[src/rtl/arashi_arb_pkg.sv]
// Shared constants and helpers for the weighted round-robin arbiter.
// Thread count is derived from its log2 width; weight slices are located by thread index.
package arashi_arb_pkg;

    localparam int unsigned ARB_MAX_TNW = 6;
    localparam int unsigned ARB_MIN_TNW = 1;

    // Bit offset of one thread's slice inside the packed weight vector.
    typedef int unsigned arb_wslice_base_t;

    function automatic int unsigned thread_num(input int unsigned width);
        return 32'd1 << width;
    endfunction

    function automatic arb_wslice_base_t wslice_base(input int unsigned idx,
                                                     input int unsigned ww);
        return idx * ww;
    endfunction

endpackage

[src/rtl/arashi_rr_pick.sv]
// Rotating priority encoder: first set bit of req at or after index start, wrapping around.
// Any thread count works, because the rotate is a doubled-vector slice.
module arashi_rr_pick
    import arashi_arb_pkg::*;
#(
    parameter int unsigned THREAD_NUM_WIDTH = 2
) (
    input  logic [thread_num(THREAD_NUM_WIDTH)-1:0] req,
    input  logic [THREAD_NUM_WIDTH-1:0]             start,
    output logic                                    any,
    output logic [THREAD_NUM_WIDTH-1:0]             idx
);

    localparam int unsigned ThreadNum = thread_num(THREAD_NUM_WIDTH);

    logic [2*ThreadNum-1:0]        req_dbl;
    logic [ThreadNum-1:0]          req_rot;
    logic [THREAD_NUM_WIDTH-1:0]   off;

    assign req_dbl = {req, req};
    assign req_rot = req_dbl[start +: ThreadNum];

    // Scan from the top so the lowest set bit is the one left in off.
    always_comb begin
        off = '0;
        for (int i = int'(ThreadNum) - 1; i >= 0; i--) begin
            if (req_rot[i]) begin
                off = THREAD_NUM_WIDTH'(i);
            end
        end
    end

    assign any = |req;
    assign idx = start + off;

endmodule

[src/rtl/arashi_wrr_arbiter.sv]
// Weighted round-robin arbiter that selects the next thread whose cache read is issued.
// Each winner keeps a burst of up to its weight in grants. The grant is held until gnt_ready.
module arashi_wrr_arbiter
    import arashi_arb_pkg::*;
#(
    parameter int unsigned THREAD_NUM_WIDTH = 2,
    parameter int unsigned WEIGHT_WIDTH     = 3
) (
    input  logic                                                clk,
    input  logic                                                rstn,
    input  logic [thread_num(THREAD_NUM_WIDTH)-1:0]             avail,
    input  logic [thread_num(THREAD_NUM_WIDTH)*WEIGHT_WIDTH-1:0] weight,
    output logic                                                gnt_valid,
    input  logic                                                gnt_ready,
    output logic [THREAD_NUM_WIDTH-1:0]                         gnt_id,
    output logic                                                gnt_last
);

    if (THREAD_NUM_WIDTH < ARB_MIN_TNW || THREAD_NUM_WIDTH > ARB_MAX_TNW) begin : g_bad_width
        $error("arashi_wrr_arbiter: THREAD_NUM_WIDTH must be within 1..6");
    end

    logic                        gnt_valid_q, gnt_valid_d;
    logic [THREAD_NUM_WIDTH-1:0] gnt_id_q, gnt_id_d;
    logic                        gnt_last_q, gnt_last_d;
    logic [THREAD_NUM_WIDTH-1:0] last_q, last_d;
    logic [WEIGHT_WIDTH-1:0]     credit_q, credit_d;

    logic                        slot_free;
    logic                        burst_cont;
    logic                        pick_any;
    logic [THREAD_NUM_WIDTH-1:0] pick_start;
    logic [THREAD_NUM_WIDTH-1:0] pick_idx;
    logic [WEIGHT_WIDTH-1:0]     pick_w;
    logic [WEIGHT_WIDTH-1:0]     pick_ew;

    assign slot_free  = !gnt_valid_q || gnt_ready;
    assign burst_cont = (credit_q != '0) && avail[last_q];
    assign pick_start = last_q + 1'b1;

    arashi_rr_pick #(
        .THREAD_NUM_WIDTH (THREAD_NUM_WIDTH)
    ) u_rr_pick (
        .req   (avail),
        .start (pick_start),
        .any   (pick_any),
        .idx   (pick_idx)
    );

    assign pick_w  = weight[wslice_base(32'(pick_idx), WEIGHT_WIDTH) +: WEIGHT_WIDTH];
    // A zero weight still earns a single grant.
    assign pick_ew = (pick_w == '0) ? WEIGHT_WIDTH'(1) : pick_w;

    always_comb begin
        gnt_valid_d = gnt_valid_q;
        gnt_id_d    = gnt_id_q;
        gnt_last_d  = gnt_last_q;
        last_d      = last_q;
        credit_d    = credit_q;
        if (slot_free) begin
            if (burst_cont) begin
                gnt_valid_d = 1'b1;
                gnt_id_d    = last_q;
                credit_d    = credit_q - 1'b1;
                gnt_last_d  = (credit_q == WEIGHT_WIDTH'(1));
            end else if (pick_any) begin
                gnt_valid_d = 1'b1;
                gnt_id_d    = pick_idx;
                last_d      = pick_idx;
                credit_d    = pick_ew - 1'b1;
                gnt_last_d  = (pick_ew == WEIGHT_WIDTH'(1));
            end else begin
                gnt_valid_d = 1'b0;
                credit_d    = '0;
                gnt_last_d  = 1'b0;
            end
        end
    end

    always_ff @(posedge clk or negedge rstn) begin
        if (!rstn) begin
            gnt_valid_q <= 1'b0;
            gnt_id_q    <= '0;
            gnt_last_q  <= 1'b0;
            last_q      <= '1;
            credit_q    <= '0;
        end else begin
            gnt_valid_q <= gnt_valid_d;
            gnt_id_q    <= gnt_id_d;
            gnt_last_q  <= gnt_last_d;
            last_q      <= last_d;
            credit_q    <= credit_d;
        end
    end

    assign gnt_valid = gnt_valid_q;
    assign gnt_id    = gnt_id_q;
    assign gnt_last  = gnt_last_q;

endmodule

[config.mk]
export PLATFORM = sky130hd
export DESIGN_NAME = arashi_wrr_arbiter
export DESIGN_NICKNAME = d
export VERILOG_FILES = /design/src/rtl/arashi_arb_pkg.sv /design/src/rtl/arashi_rr_pick.sv /design/src/rtl/arashi_wrr_arbiter.sv
export SDC_FILE = /design/constraint.sdc
export NUM_CORES = 1
export LEC_CHECK = 0
export ABC_AREA = 1
export CAP_MARGIN = 20
export CORE_UTILIZATION = 48
export CTS_CLUSTER_SIZE = 14
export DETAILED_ROUTE_END_ITERATION = 12
export PLACE_DENSITY = 0.84
export RECOVER_POWER = 50
export SLEW_MARGIN = 20
export SYNTH_ARGS = -nofsm -noshare
export SYNTH_HDL_FRONTEND = slang
export SYNTH_SLANG_ARGS = --single-unit
[constraint.sdc]
create_clock -name clk -period 3.5 [get_ports clk]
set_input_delay 0.7 -clock clk [delete_from_list [all_inputs] [get_ports clk]]
set_output_delay 0.7 -clock clk [all_outputs]
set_load 0.005 [all_outputs]
==> results of run 1 <==
-- stage by stage --
step / std cells / worst slack (ps)
floorplan: 135 / 681
global placement: 180 / 167
detailed placement: 180 / 55.6
CTS: 184 / 317
global route: 184 / 46.5
finish: 184 / 342
-- cells in the final DEF, fill, tap and decap left out, drive strengths merged --
cell,instances
a21oi,9
a31oi,2
clkbuf,4
clkdlybuf4s50,19
clkinv,1
dfrtp,7
dfstp,2
dlygate4sd3,3
ha,6
inv,18
mux2i,5
nand2,54
nand3,8
nor2,12
nor4,1
o21ai,6
or2,1
xor2,1
-- layer usage --
layer	track usage	wire, um	vias to the layer above
li1	-	-	476
met1	0.268	845	412
met2	0.323	901	25
met3	0.0317	64	5
met4	0.0727	23	0
met5	0	0	-
-- worst max-delay path: stages --
cell	delay, ps
clkdlybuf4s50_1	460
nand2_1	90
nand2_1	70
inv_1	50
nand2_1	40
nand2_1	90
inv_2	60
a21oi_1	120
nor2_1	50
ha_1	450
mux2i_1	220
nand3_1	130
nand2_2	120
nand2_2	60
nand2_1	80
inv_1	50
ha_1	180
nand3_1	80
nand3_1	100
a21oi_2	120
-- flip-flops by register name (all words and copies together), names as in the netlist --
signal,cells
gnt_id,2
gnt_valid,1
gnt_last,1
credit_q,3
last_q,2
-- worst paths after layout --
path                                 from          end  cells past startpoint
max in group asynchronous            rstn    last_q[1]                      1
worst max-delay path             avail[0]  credit_q[2]                     20
min in group asynchronous            rstn    gnt_id[0]                      1
worst min register to register  last_q[1]    last_q[1]                      2
worst max register to register  last_q[0]  credit_q[2]                     20
worst min-delay path            last_q[1]    last_q[1]                      2
-- cell families after synthesis --
group,count (synthesis),synth area share
multiplexers,5,0.0550
AND/OR/NAND/NOR,76,0.396
XOR/XNOR,1,0.00963
buffers and inverters,21,0.102
flip-flops,9,0.250
AO/OA/AOI/OAI,17,0.105
adder cells (fa/ha/maj),6,0.0825
-- final cells by class --
class	instances	area [sq um]	area share
multi-input cells	105	589	0.503
flip-flops and latches	9	228	0.194
repair buffers	22	220	0.188
inverters	19	77.6	0.0662
well taps	25	31.3	0.0267
clock buffers	4	26.3	0.0224
==> summary.md, run 1 <==
| Metric | Value |
|---|---|
| Status | `finished clean` |
| Worst hold path type | `flop to flop` |
| GRT Overall Usage | `0.200` |
| Vias after detailed routing | `918` |
| Most frequent cell after synthesis | `nand2_1` |
| Residual DRC | `0` |
| Leading area contributor after synthesis | `dfrtp_1` |
| Synth cell count leaders | `41 x nand2_1, 15 x inv_1, 11 x nand2_2, 11 x nor2_1` |
| Critical Path Start Type | `input pin` |
| Ratio of cells with drive above 1 in the final layout | `0.170` |
| Fillers | `156` |
| Synth-to-Final Area Change | `28.9%` |
| Share of the synthesized area in the top cell type | `0.193` |
| Worst slew pin tran | `435 ps` |
| WP data required | `3690 ps` |
| Top-level I/O count | `23` |
| Final core occ | `0.672` |
| Setup_tns | `0 ps` |
| Core footprint | `1750 sq um` |
| R2R setup slack | `560 ps` |
| Highest net fanout along the worst path | `7` |
| Synthesized netlist cell count | `135` |
| ANT cells | `0` |
| Synth cell types | `25` |
| Initial antenna violation count | `0` |
| Final setup skew | `0.523 ps` |
| Yosys reg bits | `9` |
| Clock transition at path regs | `60 ps` |
| Post-CTS Setup Inserts | `0` |
| Async S/R FF share, synth | `1.00` |
| Area of the mapped netlist | `910 sq um` |
| RSZ-0062 raised after global routing | `no` |
| Relative slew slack | `0.708` |
| Ys Warns | `0` |
| First-pass GRT wire length | `3090 um` |
| Hpwl dp | `1560 um` |
| Die width | `45.5 um` |
| Depth of the CTS H-tree | `1` |
| Clock sink count | `9` |
| F_max | `317 MHz` |
| FP Rows | `15` |
| Via density | `4.99` |
| CTS max path bufs | `2` |
| Setup Crit Path Kind | `input pin to flop` |
| Aggregate global routing overflow | `0` |
| Primary FF master, synth | `dfrtp_1` |
| Buffers on Ports | `22` |
| Fin area | `1170 sq um` |
| Initial DRC count | `11` |
| Final hold vios | `0` |
| WL/cell | `9.97 um` |
| Die area | `2070 sq um` |
| Worst-skew pair later-pin latency | `260 ps` |
| Placed cell area | `1150 sq um` |
| Tmin final | `3160 ps` |
| Post-CTS sizing | `0` |
| CTS root buf | `clkbuf_4` |
| Syn Area/Cell | `6.74 sq um` |
| DRT Wirelength | `1840 um` |
| Max-slew violations | `0` |
| Final ANT Viol Nets | `0` |
| Largest net degree at the start of global routing | `11` |
| Synth area leaders | `dfrtp_1 19%, nand2_1 17%, ha_1 8.3%` |
| Vias in the first global route | `776` |
| Initial Util | `0.521` |
| CTS tree | `yes` |
| Final Cycle Share | `0.902` |
| Fin nets | `185` |
| Routability congestion estimate | `0.771` |
| Die height | `45.5 um` |
| CP endpoint kind | `flop` |
| Syn_nets | `160` |
| Num CTS Buffers | `3` |
| EDFF count, synth | `0` |
| Final setup violating endpoints | `0` |
| DRT Pass-1 Iters | `4` |
| Seq/Total Area, Yosys | `0.250` |
| Final hold slack | `494 ps` |
| WP data arrival | `3350 ps` |
| Max-Cap Viols | `0` |
| CTS Hold Buffers Added | `0` |
Power of run 1 is not shown: default switching activity piles up to over one toggle a cycle in this logic, so the estimate is an artifact.
==> inputs of run 2 (changes only) <==
==> constraint.sdc (replaced) <==
create_clock -name clk -period 3.5 [get_ports clk]
set_input_delay 0.875 -clock clk [delete_from_list [all_inputs] [get_ports clk]]
set_output_delay 0.875 -clock clk [all_outputs]
set_load 0.005 [all_outputs]
==> summary.md, run 2 (synthesized netlist as in run 1, its figures left out) <==
| Metric | Value |
|---|---|
| ANT cells | `0 (unchanged)` |
| Register-to-Register Path Depth | `20 (unchanged)` |
| Largest net degree at the start of global routing | `11 (unchanged)` |
| Worst-skew pair later-pin latency | `260 ps (about the same)` |
| Initial Util | `0.521 (unchanged)` |
| RSZ-0062 raised after global routing | `no` |
| Routability congestion estimate | `0.779 (+1.1%)` |
| Die area | `2070 sq um (unchanged)` |
| WP data required | `3640 ps (-50 ps)` |
| Max-slew violations | `0 (unchanged)` |
| Placed insts | `182 (+1.1%)` |
| CTS max path bufs | `2 (unchanged)` |
| Worst slew pin tran | `486 ps (+51.1 ps)` |
| WP data arrival | `3400 ps (+50 ps)` |
| Leading cell types in the layout, fill and taps excluded | `41 x nand2_1, 20 x clkdlybuf4s50_1, 15 x inv_1, 11 x nand2_2, 11 x nor2_1` |
| Core footprint | `1750 sq um (unchanged)` |
| Vias after detailed routing | `943 (+2.7%)` |
| Top-level I/O count | `23 (unchanged)` |
| Crit path top cell by count | `nand2_1` |
| FP Rows | `15 (unchanged)` |
| Depth of the CTS H-tree | `1 (unchanged)` |
| Worst hold path type | `flop to flop` |
| Residual DRC | `0 (unchanged)` |
| Final Cycle Share | `0.933 (+0.0303)` |
| Die height | `45.5 um (unchanged)` |
| Max-Cap Viols | `0 (unchanged)` |
| DRT Pass-1 Iters | `4 (unchanged)` |
| Critical path endpoint | `credit_q[1]` |
| Die width | `45.5 um (unchanged)` |
| CTS tree | `yes` |
| DRT Wirelength | `2100 um (+14%)` |
| Aggregate global routing overflow | `0 (unchanged)` |
| Most common cell after layout, fill and taps aside | `nand2_1` |
| Vias in the first global route | `898 (+16%)` |
| Critical Path Start Type | `input pin` |
| Final ANT Viol Nets | `0 (unchanged)` |
| Relative slew slack | `0.673 (-0.0344)` |
| Critical R2R Launch | `last_q[0]` |
| Hpwl dp | `1620 um (+4.2%)` |
| CTS Hold Buffers Added | `0 (unchanged)` |
| Worst flop-to-flop path endpoint | `credit_q[1]` |
| First-pass GRT wire length | `3430 um (+11%)` |
| Initial antenna violation count | `0 (unchanged)` |
| Max reg flops | `3 (unchanged)` |
| CP Cell Sequence | `clkdlybuf4s50_1 > nand2_1 > nand2_1 > inv_1 > nand2_1 > nand2_1 > inv_2 > a21oi_1 > nor2_1 > ha_4 > xor2_2 > inv_1 > nand2_2 > nand2_4 > nand2_1 > nand2_2 > nand2_2 > nand2_1 > ha_1 > a21oi_1 > a21oi_1` |
| Ratio of cells with drive above 1 in the final layout | `0.193 (+0.0227)` |
| Non-filler cells, final | `186 (+1.1%)` |
| F_max | `306 MHz (-3.2%)` |
| Fin nets | `187 (+1.1%)` |
| WL/cell | `11.3 um (+13%)` |
| Tmin final | `3260 ps (+106 ps)` |
| Buffers on Ports | `22 (unchanged)` |
| Final setup violating endpoints | `0 (unchanged)` |
| CTS root buf | `clkbuf_4` |
| CP max stage cell | `clkdlybuf4s50_1` |
| Setup Crit Path Kind | `input pin to flop` |
| Top reg by flops | `credit_q` |
| Final hold vios | `0 (unchanged)` |
| Highest net fanout along the worst path | `5 (-2)` |
| Critical Path Max Stage Delay | `520 ps (+60 ps)` |
| CP endpoint kind | `flop` |
| Initial DRC count | `27 (+16)` |
| Clock transition at path regs | `60 ps (about the same)` |
| Post-CTS Setup Inserts | `0 (unchanged)` |
| R2R setup slack | `660 ps (+100 ps)` |
| Via density | `5.07 (+1.6%)` |
| Clock sink count | `9 (unchanged)` |
| Synth-to-Final Area Change | `32.7%` |
| Worst Setup SP | `avail[3]` |
| Status | `finished clean` |
| Final setup skew | `1.07 ps (+0.545 ps)` |
| GRT Overall Usage | `0.232 (+0.0313)` |
| Num CTS Buffers | `3 (unchanged)` |
==> run 2: changes by cell type in the layout (fill, tap and decap cells not counted) <==
cell	before	now
buf_4	0	2
clkdlybuf4s50_1	19	20
dlygate4sd3_1	3	2
ha_1	6	5
ha_4	0	1
xor2_1	1	0
xor2_2	0	1
==> run 2: layout make-up <==
class | count | area [sq um]
well taps | 25 | 31.3
clock buffers | 4 | 26.3
flip-flops and latches | 9 | 228
inverters | 19 | 77.6
multi-input cells | 105 | 609
repair buffers | 24 | 235
fillers | 138 | 538
==> run 2: worst min path at each step <==
stage / start / cells past startpoint / slack (ps) / endpoint
2_1_floorplan: last_q[1] / 2 / 470 / last_q[1]
3_3_place_gp: last_q[1] / 2 / 490 / last_q[1]
3_5_place_dp: last_q[1] / 2 / 500 / last_q[1]
4_1_cts: last_q[1] / 2 / 510 / last_q[1]
5_1_grt: last_q[1] / 2 / 550 / last_q[1]
6_report: last_q[1] / 2 / 510 / last_q[1]
==> run 2: worst max-delay path: cells and delay by family <==
family,cells,cell delay (ps)
AO/OA/AOI/OAI,3,260
XOR/XNOR,1,160
adder cells (fa/ha/maj),2,460
buffers and inverters,4,690
AND/OR/NAND/NOR,11,980
==> run 2: metal layers <==
layer  global-route usage  up-vias  routed length [um]
met5                    0        -                   0
met4                0.121        0                  42
met3               0.0397        8                 106
met2                0.429       49                1060
met1                0.246      409                 888
li1                     -      477                   -
==> run 2: per-stage QoR <==
| step | area [sq um] | hold WS (ps) | worst slack [ps] | utilization | TNS, ps |
|---|---|---|---|---|---|
| 4_1_cts | 1190 | 511 | 165 | 0.680 | 0 |
| 3_5_place_dp | 1160 | 502 | -100 | 0.665 | -163 |
| 6_report | 1210 | 515 | 236 | 0.692 | 0 |
| 5_1_grt | 1210 | 550 | 23.5 | 0.692 | 0 |
| 2_1_floorplan | 910 | 472 | 506 | - | 0 |
| 3_3_place_gp | 1160 | 486 | 8.78 | 0.665 | 0 |
==> run 2: repair_timing <==
| action | in CTS | in global routing |
|---|---|---|
| hold endpoints to repair | 0 | 0 |
| resized for setup | 0 | 3 |
| endpoints found under the setup margin | 0 | 2 |
Power of run 2 is left out for the same reason.
